==> src/rtl/seg_pkg.sv <==
// Shared constants and types for the 7-segment display path.
package seg_pkg;

    localparam int unsigned SEG_DIGIT_W         = 4;
    localparam int unsigned SEG_SCAN_DIV_DEF    = 1000;
    localparam int unsigned SEG_DEAD_CYCLES_DEF = 1;
    localparam int unsigned SEG_MAX_DIGITS      = 32;

    // No digit blanked; sliced down to the display width where used
    localparam logic [SEG_MAX_DIGITS-1:0] DIGIT_BLANK_NONE = '0;

    typedef enum logic {
        ST_IDLE,
        ST_SCAN
    } scan_st_e;

endpackage

==> src/rtl/seg_scan_prescaler.sv <==
// Slot prescaler: counts 0..DIV-1 while enabled and flags the wrap cycle.
module seg_scan_prescaler
    import seg_pkg::*;
#(
    parameter  int unsigned DIV = SEG_SCAN_DIV_DEF,
    localparam int unsigned CW  = $clog2(DIV)
) (
    input  logic          clk,
    input  logic          rst,
    input  logic          en,
    output logic [CW-1:0] cnt_nxt_c,
    output logic          wrap_c
);

    logic [CW-1:0] cnt;

    assign wrap_c = en && (cnt == CW'(DIV - 1));

    always_comb begin
        cnt_nxt_c = cnt;
        if (wrap_c) begin
            cnt_nxt_c = '0;
        end else if (en) begin
            cnt_nxt_c = cnt + CW'(1);
        end
    end

    always_ff @(posedge clk) begin
        if (rst) begin
            cnt <= '0;
        end else begin
            cnt <= cnt_nxt_c;
        end
    end

endmodule

==> src/rtl/seg_scan_driver.sv <==
// Time-multiplexed digit scanner feeding seven_seg_mux; frame-snapshotted digits.
// Optional leading-zero blanking under `SEG_LEADING_ZERO_BLANK_EN.
module seg_scan_driver
    import seg_pkg::*;
#(
    parameter int unsigned NUM_DIGITS  = 6,
    parameter int unsigned SCAN_DIV    = SEG_SCAN_DIV_DEF,
    parameter int unsigned DEAD_CYCLES = SEG_DEAD_CYCLES_DEF
) (
    input  logic                              clk,
    input  logic                              rstn,
    input  logic                              en,
    input  logic [SEG_DIGIT_W*NUM_DIGITS-1:0] digits_in,
    input  logic [NUM_DIGITS-1:0]             dp_mask,
    output logic [SEG_DIGIT_W-1:0]            val,
    output logic                              dp,
    output logic [NUM_DIGITS-1:0]             dig_sel_n,
    output logic                              frame_start
);

    localparam int unsigned CW = $clog2(SCAN_DIV);
    localparam int unsigned IW = (NUM_DIGITS > 1) ? $clog2(NUM_DIGITS) : 1;

    scan_st_e st, st_nxt;
    logic [IW-1:0] idx, idx_nxt;
    logic [NUM_DIGITS-1:0][SEG_DIGIT_W-1:0] dig_buf, dig_buf_nxt;
    logic [NUM_DIGITS-1:0] dp_buf, dp_buf_nxt;
    logic [NUM_DIGITS-1:0] blank_nxt;
    logic load;

    logic [CW-1:0] cnt_nxt;
    logic          wrap;
    logic          pre_en;

    logic [SEG_DIGIT_W-1:0] val_nxt;
    logic                   dp_nxt;
    logic [NUM_DIGITS-1:0]  sel_nxt;
    logic                   fs_nxt;

    // Prescaler only runs once the first enabled edge has opened slot 0
    assign pre_en = en && (st == ST_SCAN);

    seg_scan_prescaler #(
        .DIV (SCAN_DIV)
    ) u_pre (
        .clk       (clk),
        .rst       (rstn),
        .en        (pre_en),
        .cnt_nxt_c (cnt_nxt),
        .wrap_c    (wrap)
    );

    // Next digit index and frame snapshot
    always_comb begin
        st_nxt      = st;
        idx_nxt     = idx;
        dig_buf_nxt = dig_buf;
        dp_buf_nxt  = dp_buf;
        load        = 1'b0;
        if (en) begin
            if (st == ST_IDLE) begin
                st_nxt  = ST_SCAN;
                idx_nxt = '0;
                load    = 1'b1;
            end else if (wrap) begin
                if (idx == IW'(NUM_DIGITS - 1)) begin
                    idx_nxt = '0;
                    load    = 1'b1;
                end else begin
                    idx_nxt = idx + IW'(1);
                end
            end
        end
        if (load) begin
            dig_buf_nxt = digits_in;
            dp_buf_nxt  = dp_mask;
        end
    end

`ifdef SEG_LEADING_ZERO_BLANK_EN
    logic hi_zero;

    // A digit is blanked while it and every digit above it are zero
    always_comb begin
        blank_nxt = NUM_DIGITS'(DIGIT_BLANK_NONE);
        hi_zero   = 1'b1;
        for (int k = int'(NUM_DIGITS) - 1; k >= 1; k--) begin
            hi_zero      = hi_zero & (dig_buf_nxt[k] == '0);
            blank_nxt[k] = hi_zero;
        end
    end
`else
    assign blank_nxt = NUM_DIGITS'(DIGIT_BLANK_NONE);
`endif

    // Output values for the slot being entered on this edge
    always_comb begin
        val_nxt = val;
        dp_nxt  = dp;
        sel_nxt = '1;
        fs_nxt  = 1'b0;
        if (en) begin
            val_nxt = dig_buf_nxt[idx_nxt];
            dp_nxt  = dp_buf_nxt[idx_nxt];
            if ((cnt_nxt >= CW'(DEAD_CYCLES)) && !blank_nxt[idx_nxt]) begin
                sel_nxt[idx_nxt] = 1'b0;
            end
            fs_nxt = (idx_nxt == '0) && (cnt_nxt == '0);
        end
    end

    always_ff @(posedge clk) begin
        if (rstn) begin
            st          <= ST_IDLE;
            idx         <= '0;
            dig_buf     <= '0;
            dp_buf      <= '0;
            val         <= '0;
            dp          <= 1'b0;
            dig_sel_n   <= '1;
            frame_start <= 1'b0;
        end else begin
            st          <= st_nxt;
            idx         <= idx_nxt;
            dig_buf     <= dig_buf_nxt;
            dp_buf      <= dp_buf_nxt;
            val         <= val_nxt;
            dp          <= dp_nxt;
            dig_sel_n   <= sel_nxt;
            frame_start <= fs_nxt;
        end
    end

endmodule

==> config.mk <==
export PLATFORM = sky130hd
export DESIGN_NAME = seg_scan_driver
export DESIGN_NICKNAME = d
export VERILOG_FILES = /design/src/rtl/seg_pkg.sv /design/src/rtl/seg_scan_prescaler.sv /design/src/rtl/seg_scan_driver.sv
export SDC_FILE = /design/constraint.sdc
export NUM_CORES = 1
export LEC_CHECK = 0
export BUFFER_PORTS_ARGS = -buffer_cell sky130_fd_sc_hd__buf_4
export CAP_MARGIN = 20
export CORE_MARGIN = 4
export CORE_UTILIZATION = 30
export DETAILED_ROUTE_END_ITERATION = 10
export GPL_TIMING_DRIVEN = 0
export PLACE_DENSITY_LB_ADDON = 0.25
export SLEW_MARGIN = 20
export SYNTH_ARGS = -nofsm -noshare
export SYNTH_HDL_FRONTEND = slang
export SYNTH_SLANG_ARGS = --single-unit
==> constraint.sdc <==
create_clock -name clk -period 6 [get_ports clk]
set_input_delay 1.2 -clock clk [delete_from_list [all_inputs] [get_ports clk]]
set_output_delay 1.2 -clock clk [all_outputs]
set_load 0.1 [all_outputs]
==> results.yml <==
run_status:
  status: "complete, no violations"
routing:
  wl_per_cell_um: 14.53
  drc: 0
  drt-pass1-iter-count: 4
  wl_um: 7934
  avgViaCountPerCell: 5.062
  via_count: 2764
  first_iter_violations: 117
  ant_nets: 0
critical_path:
  startpoint: "en"
  worstPathRequired_ns: 6.23
  arrival_ns: 3.24
  reg2reg_from: "u_pre.cnt[0]$_SDFF_PP0_"
  r2r_cells: 8
  start_kind: "input pin"
  worst_setup_path_end_kind: "register"
  worst-path-max-fanout: 10
  path_class: "input pin to register"
synth:
  synthMostInstantiatedCell: "nand2_1"
  async_reset_ff_share_pct: 0
  yosysSeqAreaShare_pct: 37.98
  yosys.area.top_type: "dfxtp_1"
  syn_inst: 366
  postSynthAreaPerCell_um2: 8.064
  synth_warnings: 0
  synth_seq_cells: 56
  synthTopCellsByArea: "dfxtp_1 38%, nand2_1 8.6%, a21oi_1 5.9%, nor2_1 4.7%, mux2_2 3.8%"
  synth_flop_cell: "dfxtp_1"
  ys_types: 53
  ys_top_cells_by_count: "68 x nand2_1, 56 x dfxtp_1, 37 x nor2_1, 35 x a21oi_1, 16 x clkbuf_1"
  synth_nets: 401
  synth_edf_count: 0
  synth_area_um2: 2952
  synth_top_area_share_pct: 37.98
grt:
  antenna_found_initial: 0
  grt_max_degree: 17
  grt_first_pass_wirelength_um: 13300
  grt_pass1_vias: 2660
  grt.overflow.total: 0
  grt.total_usage_pct: 14.30
timing:
  fin_tns_setup_ns: 0
  timing_worst_slew_pin_value_ns: 0.7731
  clock-skew-final_ns: 0.004843
  maxSlewHeadroom_pct: 48.46
  finalMaxSlewViolations: 0
  hold_viol: 0
  rsz0062_at_grt: "false"
  setup_viol: 0
  period_share_pct: 50.13
  min_period_ns: 3.008
  max_freq_mhz: 332.5
layout:
  antenna_cells: 0
  utilization_pct: 37.63
  drive_above_1_share_pct: 21.58
  area_growth_pct: 20.05
  fin_nets: 451
floorplan:
  dieArea_um2: 11490
  rows: 35
  initial_utilization_pct: 31.35
  core_um2: 9415
  ios: 45
  die_y_um: 107.2
  dieWidth_um: 107.2
placed_design:
  io_buffers: 43
  hpwl_um: 5991
  place.gp.congestion: 0.8274
min_path:
  hold_class: "register to register"
  hold_start: "dp_buf[0]$_SDFF_PP0_"
  hold_path_depth: 2
clock_tree:
  clock_sinks: 56
  hold_buffers: 0
  htreeDepth: 2
  cts_tree: "built"
  numCtsBuffers: 5
  post_cts_buffers: 0
  cts_root_buffer: "clkbuf_8"
  cts_buffer_depth: 2
  ctsResizeCount: 0
  clkTransAtPathRegs_ns: 0.10
  clk_latency_ns: 0.32
run:
  drv_cap: 0
power:
  ir_worst_vdd_mv: 0.1293
  leakagePower_nw: 1.364
  powerDensity_nw_per_um2: 216.4
[cells by family (layout without fill, tap and decap cells)]
kind of cell / after synthesis / in the layout / synth area share, %
buf+inv: 35 / 86 / 5.384
compound gates: 81 / 81 / 18.06
fa+ha+maj: 2 / 2 / 0.8477
flops: 56 / 56 / 37.98
mux: 21 / 21 / 7.546
xor+xnor: 7 / 7 / 2.077
simple gates: 164 / 164 / 28.11
[metrics by stage]
step | setup WS (ns) | cells | total power, W | area [µm²] | hold slack [ns]
2_1_floorplan | 3.368 | 366 | 0.0004817 | 2952 | 0.4329
3_3_place_gp | 2.741 | 538 | 0.0005219 | 3436 | 0.4397
3_5_place_dp | 2.716 | 538 | 0.0005234 | 3436 | 0.4468
4_1_cts | 3.041 | 546 | 0.0007742 | 3543 | 0.4629
5_1_grt | 2.871 | 546 | 0.0007977 | 3543 | 0.4894
6_report | 2.992 | 546 | 0.0007670 | 3543 | 0.4605
[per-layer routing]
metal	vias to the layer above	global-route usage [%]	share of wire [%]
li1	1394	-	-
met1	1293	20.39	49
met2	68	21.49	45
met3	9	3.070	4.6
met4	0	4.292	1.4
met5	-	0	0
[registers in the layout, summed over array words and instances, names as in the netlist]
| register | flops |
|---|---|
| dig_buf | 24 |
| u_pre.cnt | 10 |
| dig_sel_n | 6 |
| dp_buf | 6 |
| val | 4 |
| idx | 3 |
| dp | 1 |
| frame_start | 1 |
| st | 1 |
[power breakdown]
group | switching, W | internal [W] | total [W]
Combinational | 0.0000745 | 0.0000431 | 0.000118
Sequential | 0.00000940 | 0.000387 | 0.000397
Clock | 0.000128 | 0.000124 | 0.000253
Total | 0.000212 | 0.000555 | 0.000767
[critical path, cell delays in order]
cell and delay, ns:
buf_4 0.11, buf_2 0.22, nand2_1 0.24, or2_2 0.36
o221ai_1 0.61, o21ai_0 0.21, a311oi_1 0.29
[final timing paths]
check	slack, ns	to
worst max-delay path	2.99	val[1]$_SDFFE_PP0P_
worst min-delay path	0.46	dp_buf[0]$_SDFF_PP0_
worst max register to register	3.29	val[0]$_SDFFE_PP0P_
worst min register to register	0.46	dp_buf[0]$_SDFF_PP0_
[area by class of cell]
cell class                      count  area [µm²]
Buffer                             27       128.9
Timing Repair Buffer               43       322.8
Tap cell                          129       161.4
Inverter                            8       30.03
Clock buffer                        6       72.57
Fill cell                        1011        5872
Clock inverter                      2       35.03
Multi-Input combinational cell    275        1672
Sequential cell                    56        1121
[cells in the final DEF, fill, tap and decap left out, types with 10 or more instances in the layout]
master / Yosys / final
nor2_1: 37 / 37
o211ai_1: 10 / 10
buf_4: 1 / 44
mux2_2: 10 / 10
nor3_1: 10 / 10
dfxtp_1: 56 / 56
mux2i_1: 11 / 11
o21ai_0: 11 / 11
a21oi_1: 35 / 35
nand2_1: 68 / 68
clkbuf_1: 16 / 17
Note: power is estimated with default switching activity, not from simulation.
